--- src/rtl/ccff_chain_loader.sv ---
// Streams bitstream words LSB-first onto a CHAIN_LEN-flop configuration chain.
// Define CCFF_TAIL_CHECK_EN to build the post-load chain tail check that drives cfg_err.
module ccff_chain_loader #(
    parameter int CHAIN_LEN = 1024,
    parameter int WORD_W    = 8,
    parameter int CNT_W     = $clog2(CHAIN_LEN + 1)
) (
    input  logic              prog_clk,
    input  logic              pReset,
    input  logic              start,
    input  logic              abort,
    input  logic [WORD_W-1:0] s_data,
    input  logic              s_valid,
    output logic              s_ready,
    output logic              ccff_head,
    output logic              ccff_shift_en,
    input  logic              ccff_tail,
    output logic              busy,
    output logic              done,
    output logic [CNT_W-1:0]  bits_loaded,
    output logic              cfg_err
);

    localparam int WB_W = (WORD_W > 1) ? $clog2(WORD_W) : 1;
    localparam logic [CNT_W-1:0] LAST_BIT  = CNT_W'(CHAIN_LEN - 1);
    localparam logic [WB_W-1:0]  LAST_WBIT = WB_W'(WORD_W - 1);

    typedef enum logic [1:0] {
        IDLE,
        WAIT_WORD,
        SHIFT,
        DONE
    } state_t;

    state_t            state, state_nxt;
    logic [WORD_W-1:0] sreg, sreg_nxt;
    logic [WB_W-1:0]   word_bit, word_bit_nxt;
    logic [CNT_W-1:0]  cnt, cnt_nxt;
    logic              start_accept;

    assign start_accept = (state == IDLE) && start && !abort;

    always_comb begin
        // NOTE: every variable gets a default before the case so no path leaves it unassigned (no latch).
        state_nxt    = state;
        sreg_nxt     = sreg;
        word_bit_nxt = word_bit;
        cnt_nxt      = cnt;
        case (state)
            IDLE: begin
                if (start_accept) begin
                    state_nxt = WAIT_WORD;
                    cnt_nxt   = '0;
                end
            end
            WAIT_WORD: begin
                if (abort) begin
                    state_nxt = IDLE;
                end else if (s_valid) begin
                    sreg_nxt     = s_data;
                    word_bit_nxt = '0;
                    state_nxt    = SHIFT;
                end
            end
            SHIFT: begin
                // The chain shifts on this edge regardless of abort, so the count follows it.
                sreg_nxt     = sreg >> 1;
                word_bit_nxt = word_bit + 1'b1;
                cnt_nxt      = cnt + 1'b1;
                if (abort)                      state_nxt = IDLE;
                else if (cnt == LAST_BIT)       state_nxt = DONE;
                else if (word_bit == LAST_WBIT) state_nxt = WAIT_WORD;
            end
            DONE: begin
                state_nxt = IDLE;
            end
            default: begin
                state_nxt = IDLE;
            end
        endcase
    end

    always_ff @(posedge prog_clk or negedge pReset) begin
        // NOTE: sequential state uses non-blocking assignments so every register samples pre-edge values.
        if (!pReset) begin
            state    <= IDLE;
            sreg     <= '0;
            word_bit <= '0;
            cnt      <= '0;
        end else begin
            state    <= state_nxt;
            sreg     <= sreg_nxt;
            word_bit <= word_bit_nxt;
            cnt      <= cnt_nxt;
        end
    end

    // Outputs are pure decodes of registered state: no input-to-output path.
    assign s_ready       = (state == WAIT_WORD);
    assign ccff_shift_en = (state == SHIFT);
    assign ccff_head     = (state == SHIFT) & sreg[0];
    assign busy          = (state != IDLE);
    assign done          = (state == DONE);
    assign bits_loaded   = cnt;

`ifdef CCFF_TAIL_CHECK_EN
    logic first_bit;
    logic err_q;

    // After exactly CHAIN_LEN shifts the first bit loaded must sit at the tail.
    always_ff @(posedge prog_clk or negedge pReset) begin
        if (!pReset) begin
            first_bit <= 1'b0;
            err_q     <= 1'b0;
        end else begin
            if (state == SHIFT && cnt == '0) first_bit <= sreg[0];
            if (start_accept)
                err_q <= 1'b0;
            else if (state == DONE && !abort && ccff_tail != first_bit)
                err_q <= 1'b1;
        end
    end

    assign cfg_err = err_q;
`else
    logic unused_tail;
    assign unused_tail = ccff_tail;
    assign cfg_err     = 1'b0;
`endif

endmodule

--- config.mk ---
export PLATFORM = sky130hd
export DESIGN_NAME = ccff_chain_loader
export DESIGN_NICKNAME = d
export VERILOG_FILES = /design/src/rtl/ccff_chain_loader.sv
export SDC_FILE = /design/constraint.sdc
export NUM_CORES = 1
export LEC_CHECK = 0
export ABC_AREA = 1
export BUFFER_PORTS_ARGS = -buffer_cell sky130_fd_sc_hd__buf_2
export CAP_MARGIN = 40
export CORE_MARGIN = 3
export CORE_UTILIZATION = 30
export CTS_BUF_LIST = sky130_fd_sc_hd__clkbuf_4 sky130_fd_sc_hd__clkbuf_8
export CTS_CLUSTER_DIAMETER = 40
export DETAILED_ROUTE_END_ITERATION = 8
export MAX_ROUTING_LAYER = met4
export PLACE_DENSITY = 0.48
export SLEW_MARGIN = 20
export SYNTH_ARGS = -nofsm -noshare
export SYNTH_HDL_FRONTEND = slang
export SYNTH_SLANG_ARGS = --single-unit
--- constraint.sdc ---
create_clock -name prog_clk -period 1.3 [get_ports prog_clk]
set_input_delay 0.065 -clock prog_clk [delete_from_list [all_inputs] [get_ports prog_clk]]
set_output_delay 0.065 -clock prog_clk [all_outputs]
set_load 0.01 [all_outputs]
======== After elaboration in Yosys (flattened, before gate mapping) ========
Index checks and enable logic that the tools add are counted.
word-level totals
  input port bits ......................... 14
  ROM bits ................................ 0
  bits in writable memories ............... 0
  memories kept ........................... 0
  output and inout bits ................... 17
  bits in registers ....................... 24
  latch bits .............................. 0
cells by class
  multiply operators ...................... 0
  magnitude comparators ................... 0
  shift-type cells ........................ 0
  divide/modulo/power cells ............... 0
  muxes and demuxes ....................... 15
  add/sub/neg operators ................... 2
  reduce and logical (&&, ||, !) cells .... 10
  bitwise gates (word level) .............. 1
  equal/unequal tests ..................... 10
operators with widths
  cell                                                                      count
  11-bit case mux with 2 select lines                                       1
  8-bit 2-to-1 mux                                                          2
  8-bit case mux with 2 select lines                                        1
  2-bit 2-to-1 mux                                                          6
  11-bit by 1-bit adder with 11-bit output (second input constant)          1
  11-bit by 10-bit equality test with 1-bit output (second input constant)  1
  11-bit 2-to-1 mux                                                         1
  2-bit case mux with 4 select lines                                        1
  3-bit 2-to-1 mux                                                          2
  2-bit != test (second input constant)                                     3
  3-bit case mux with 2 select lines                                        1
  3-bit AND reduction                                                       2
  2-bit nonzero test                                                        3
  2-bit equality test (second input constant)                               2
  4-bit by 2-bit != test with 1-bit output (second input constant)          1
  3-bit by 1-bit adder with 3-bit output (second input constant)            1
  3-bit equality test (second input constant)                               1
  3-bit != test (second input constant)                                     1
  2-bit by 1-bit equality test with 1-bit output (second input constant)    1
  1-bit logical AND                                                         2
  2-bit logical NOT                                                         1
  2-bit AND reduction                                                       1
  1-bit AND                                                                 1
  1-bit logical NOT                                                         1

======== Longest topological paths before layout ========
  word-level depth ........................ 5
  mapped depth ............................ 9

======== Worst setup path after synthesis ========
Ideal clock, no wire load.
  kind .................................... register to register
  from .................................... reg cnt[0] (netlist: bits_loaded[0])
  to ...................................... reg state[0]
  stages on the path, launching flop included .. 8
  arrival ................................. 1.240 ns
  path slack .............................. -0.006 ns
  path buffers ............................ 0
  library setup time ...................... 0.065 ns
  cells stage by stage .................... dfrtp_1 -> ha_1 -> nand2_1 -> nor2_1 -> nand3_1 -> a21oi_1 -> nand2_1 -> nand2_1
on the way
  cells in the longest elaborated chain, start to end .. 4
  elaborated cells between the ends (all ways) .. 6
  those cells by class .................... eq/ne: 2; mux: 3; reduce/logical: 1
RTL lines
  item                                                line  RTL
  start, declared                                     38    logic [CNT_W-1:0] cnt, cnt_nxt;
  start signal, assigned                              94    cnt <= cnt_nxt;
  11-bit by 10-bit equality test with 1-bit output *  71    else if (cnt == LAST_BIT) state_nxt = DONE;
  2-bit 2-to-1 mux                                    71
  2-bit 2-to-1 mux                                    70    if (abort) state_nxt = IDLE;
  2-bit case mux with 4 select lines                  49    case (state)
  end signal, assigned                                91    state <= state_nxt;
  end, declared                                       35    state_t state, state_nxt;
Every way passes the cells marked *; elsewhere a longest branch is shown, timed or not.
A chain may end at the register's enable or synchronous reset.

======== Worst setup path in the final report ========
  from .................................... reg state[0]
  to ...................................... reg sreg[7]
on the way
  cells in the longest elaborated chain, start to end .. 3
  elaborated cells between the ends (all ways) .. 7
  those cells by class .................... eq/ne: 4; mux: 1; reduce/logical: 2
RTL lines
  item                                                                                   line  RTL
  2-bit by 1-bit equality test with 1-bit output or 2-bit equality test (tied branches)  49
  2-bit != test (no source line) or 2-bit nonzero test (tied branches)                   -
  3-bit AND reduction (no source line)                                                   -
  end signal, assigned                                                                   92    sreg <= sreg_nxt;
  end, declared                                                                          36    logic [WORD_W-1:0] sreg, sreg_nxt;
Several ways; a longest one is shown, not always the timed one.

==> results_dict.tcl <==
set metrics [dict create \
    synth_top_family_by_area "simple AND/OR/NAND/NOR gates" \
    place_ws_ns -0.04653 \
    wl_mm 3.325 \
    crit_arrival_ns 1.42 \
    muxShareOfSynthArea 0 \
    setup.worst_path.start_class "flip-flop" \
    antenna_found_initial 0 \
    start_util 0.3145 \
    num_io_pins 31 \
    ys_ff_latch 24 \
    io_buffers 28 \
    async_flop_share 1.000 \
    seq_area_frac_synth 0.4356 \
    drt_iter0_drc 41 \
    vias_per_cell 4.586 \
    r2r_start "state[0]" \
    skew_ns 0.002277 \
    syn-num-nets 188 \
    synth_fa_ha_area_frac 0.02722 \
    crit_buf_inv 4 \
    yosys.area_share.simple 0.2949 \
    path_common_cell "buf_6" \
    worstPathCellList "inv_2, nand2_4, buf_6, buf_4, buf_6, nand3_1, o21ai_0" \
    ant_nets 0 \
    critical_path_class "reg2reg" \
    yosysWarnings 0 \
    numCtsBuffers 3 \
    cts_tree "built" \
    setup_viol 0 \
    antenna_cells 0 \
    finalWorstSetupSlack_ns 0.03494 \
    synth_compound_area_frac 0.1162 \
    rows 24 \
    cts-root-buf "clkbuf_8" \
    min_period_ns 1.265 \
    run_status "finished, final reports clean" \
    drive_above_1_share 0.3982 \
    power_leakage_nw 1.050 \
    drc 0 \
    slew_headroom 0.6267 \
    maxCapViolCount 0 \
    fin_nets 244 \
    yosys-top-cells-area "dfrtp_1 44%, nand2_1 13%, inv_1 6.0%" \
    grt_pass1_wl_mm 5.354 \
    hpwl_mm 2.203 \
    fp.dieH_um 73.80 \
    grt_usage 0.1310 \
    rsz0062_at_grt "true" \
    hold_start "s_data[7]" \
    route.vias.total 1275 \
    critPathLaunch "state[0]" \
    drv_slew 0 \
    setup-tns-final_ns 0 \
    h-tree-depth 1 \
    fmax_ghz 0.7905 \
    slowest_delay_ns 0.42 \
    gp_congestion 0.7657 \
    ys.flop_type "dfrtp_1" \
    syn_inst 171 \
    cts.reportedPaths.clkPinSlew_ns 0.09 \
    synthesis.area_um2 1379 \
    cp_max_fo 6 \
    ir_worst_vdd_v 0.0006870 \
    yosys-top-cells-count "49 x nand2_1, 24 x dfrtp_1, 22 x inv_1" \
    die_x_um 73.80 \
    cp.required_ns 1.46 \
    timing.hold.ws_ns 0.03719 \
    worstMarginPinSlew_ns 0.5599 \
    powerDensity_nw_per_um2 1700 \
    first_global_vias 1121 \
    synth_cell_types 27 \
    crit_path_end_kind "flip-flop" \
    clock_latency_ns 0.27 \
    overflow 0 \
    drtPass1Iterations 4 \
    hold_path.class "in2reg" \
    yosysTopAreaCell "dfrtp_1" \
    synth_top_area_share 0.4356 \
    area_growth_pct 42.29 \
    die-area_um2 5446 \
    yosysMostFrequentCell "nand2_1" \
    core_um2 4384 \
    cts.sinks 24 \
    fin_crit_sh 0.9731 \
    post-route-util 0.4475 \
    crit_slowest_cell "dfrtp_1" \
    grt_max_degree 25 \
    synth_edf_count 0 \
    hold_violations 0 \
    wire_per_inst_um 11.96 \
    cts_buffer_depth 2 \
    synthXorXnorAreaFrac 0.006352 \
    cpLargestDelayFamily "buffers and inverters" \
    synth_area_per_cell_um2 8.063 \
]
-- kinds of logic (layout without fill, tap and decap cells) --
group                      Yosys count  count (layout)
other                                1               1
and+or+nand+nor                     87              87
AOI/OAI and AO/OA                   26              26
xor gates and xnor gates             1               1
buffers and inverters               29              84
adders and majority gates            3               3
DFF                                 24              24
-- per-layer routing --
| layer | GRT usage | up-vias | part of all wire | wire length [um] |
|---|---|---|---|---|
| li1 | - | 663 | - | - |
| met1 | 0.1822 | 592 | 0.49 | 1625 |
| met2 | 0.1939 | 18 | 0.48 | 1581 |
| met3 | 0.02052 | 2 | 0.028 | 94 |
| met4 | 0.04225 | 0 | 0.0072 | 24 |
| met5 | - | - | 0 | 0 |
-- cells in the final DEF, fill, tap and decap left out, drive strengths merged, types with 2 or more instances in the layout --
cell type and count:
nor3 4, ha 3, clkbuf 3, nand4 2, buf 55, o211ai 7
nand3 18, o22ai 2, nor2 12, a21oi 4, dfrtp 24, nand2 51
inv 23, o21ai 13
-- tightest hold or removal path, delay by kind of cell --
| kind | cells | cell delay [ns] |
|---|---|---|
| AO/OA/AOI/OAI | 1 | 0.07 |
| buffers and inverters | 1 | 0.08 |
| AND/OR/NAND/NOR | 1 | 0.06 |
-- timing repair --
action                                 4_1_cts  5_1_grt
resized for setup                            7       31
hold buffers                                 1        0
setup endpoints to repair                    9       26
setup buffers                                1        6
gates cloned                                 1        0
pin swaps                                    0        5
endpoints found under the hold margin       24        0
-- report_power, final --
part | internal (mW) | leakage [nW] | switching (mW)
registers | 0.970 | 0.312 | 0.118
clock network | 0.412 | 0.0357 | 0.259
logic | 0.730 | 0.702 | 0.845
total | 2.11 | 1.05 | 1.22
-- stage by stage --
step	instance area (um^2)	power, mW	instances
final	1962	3.335	278
after global routing	1962	3.602	278
after CTS	1778	3.102	272
after detailed placement	1663	2.361	265
after global placement	1663	2.362	265
after floorplan	1380	1.942	171
-- layout make-up --
class / count / area, um^2
multi-input cells: 118 / 716.9
clock inverters: 1 / 30.03
flip-flops and latches: 24 / 603.1
well taps: 52 / 65.06
repair inverters: 1 / 6.256
fillers: 451 / 2422
clock buffers: 3 / 41.29
repair buffers: 56 / 400.4
inverters: 23 / 98.84
-- registers in the layout, indices dropped and copies added, names as in the netlist --
signal	flops
word_bit	3
bits_loaded	11
sreg	8
state	2
-- worst paths after layout --
path,endpoint,slack [ns],depth (start not counted)
max in group asynchronous,bits_loaded[0],0.58,2
max reg2reg,sreg[7],0.03,7
min,sreg[7],0.04,3
min in group asynchronous,bits_loaded[9],0.31,2
min reg2reg,word_bit[2],0.51,2
max,sreg[7],0.03,7
Note: power is estimated with default switching activity, not from simulation.
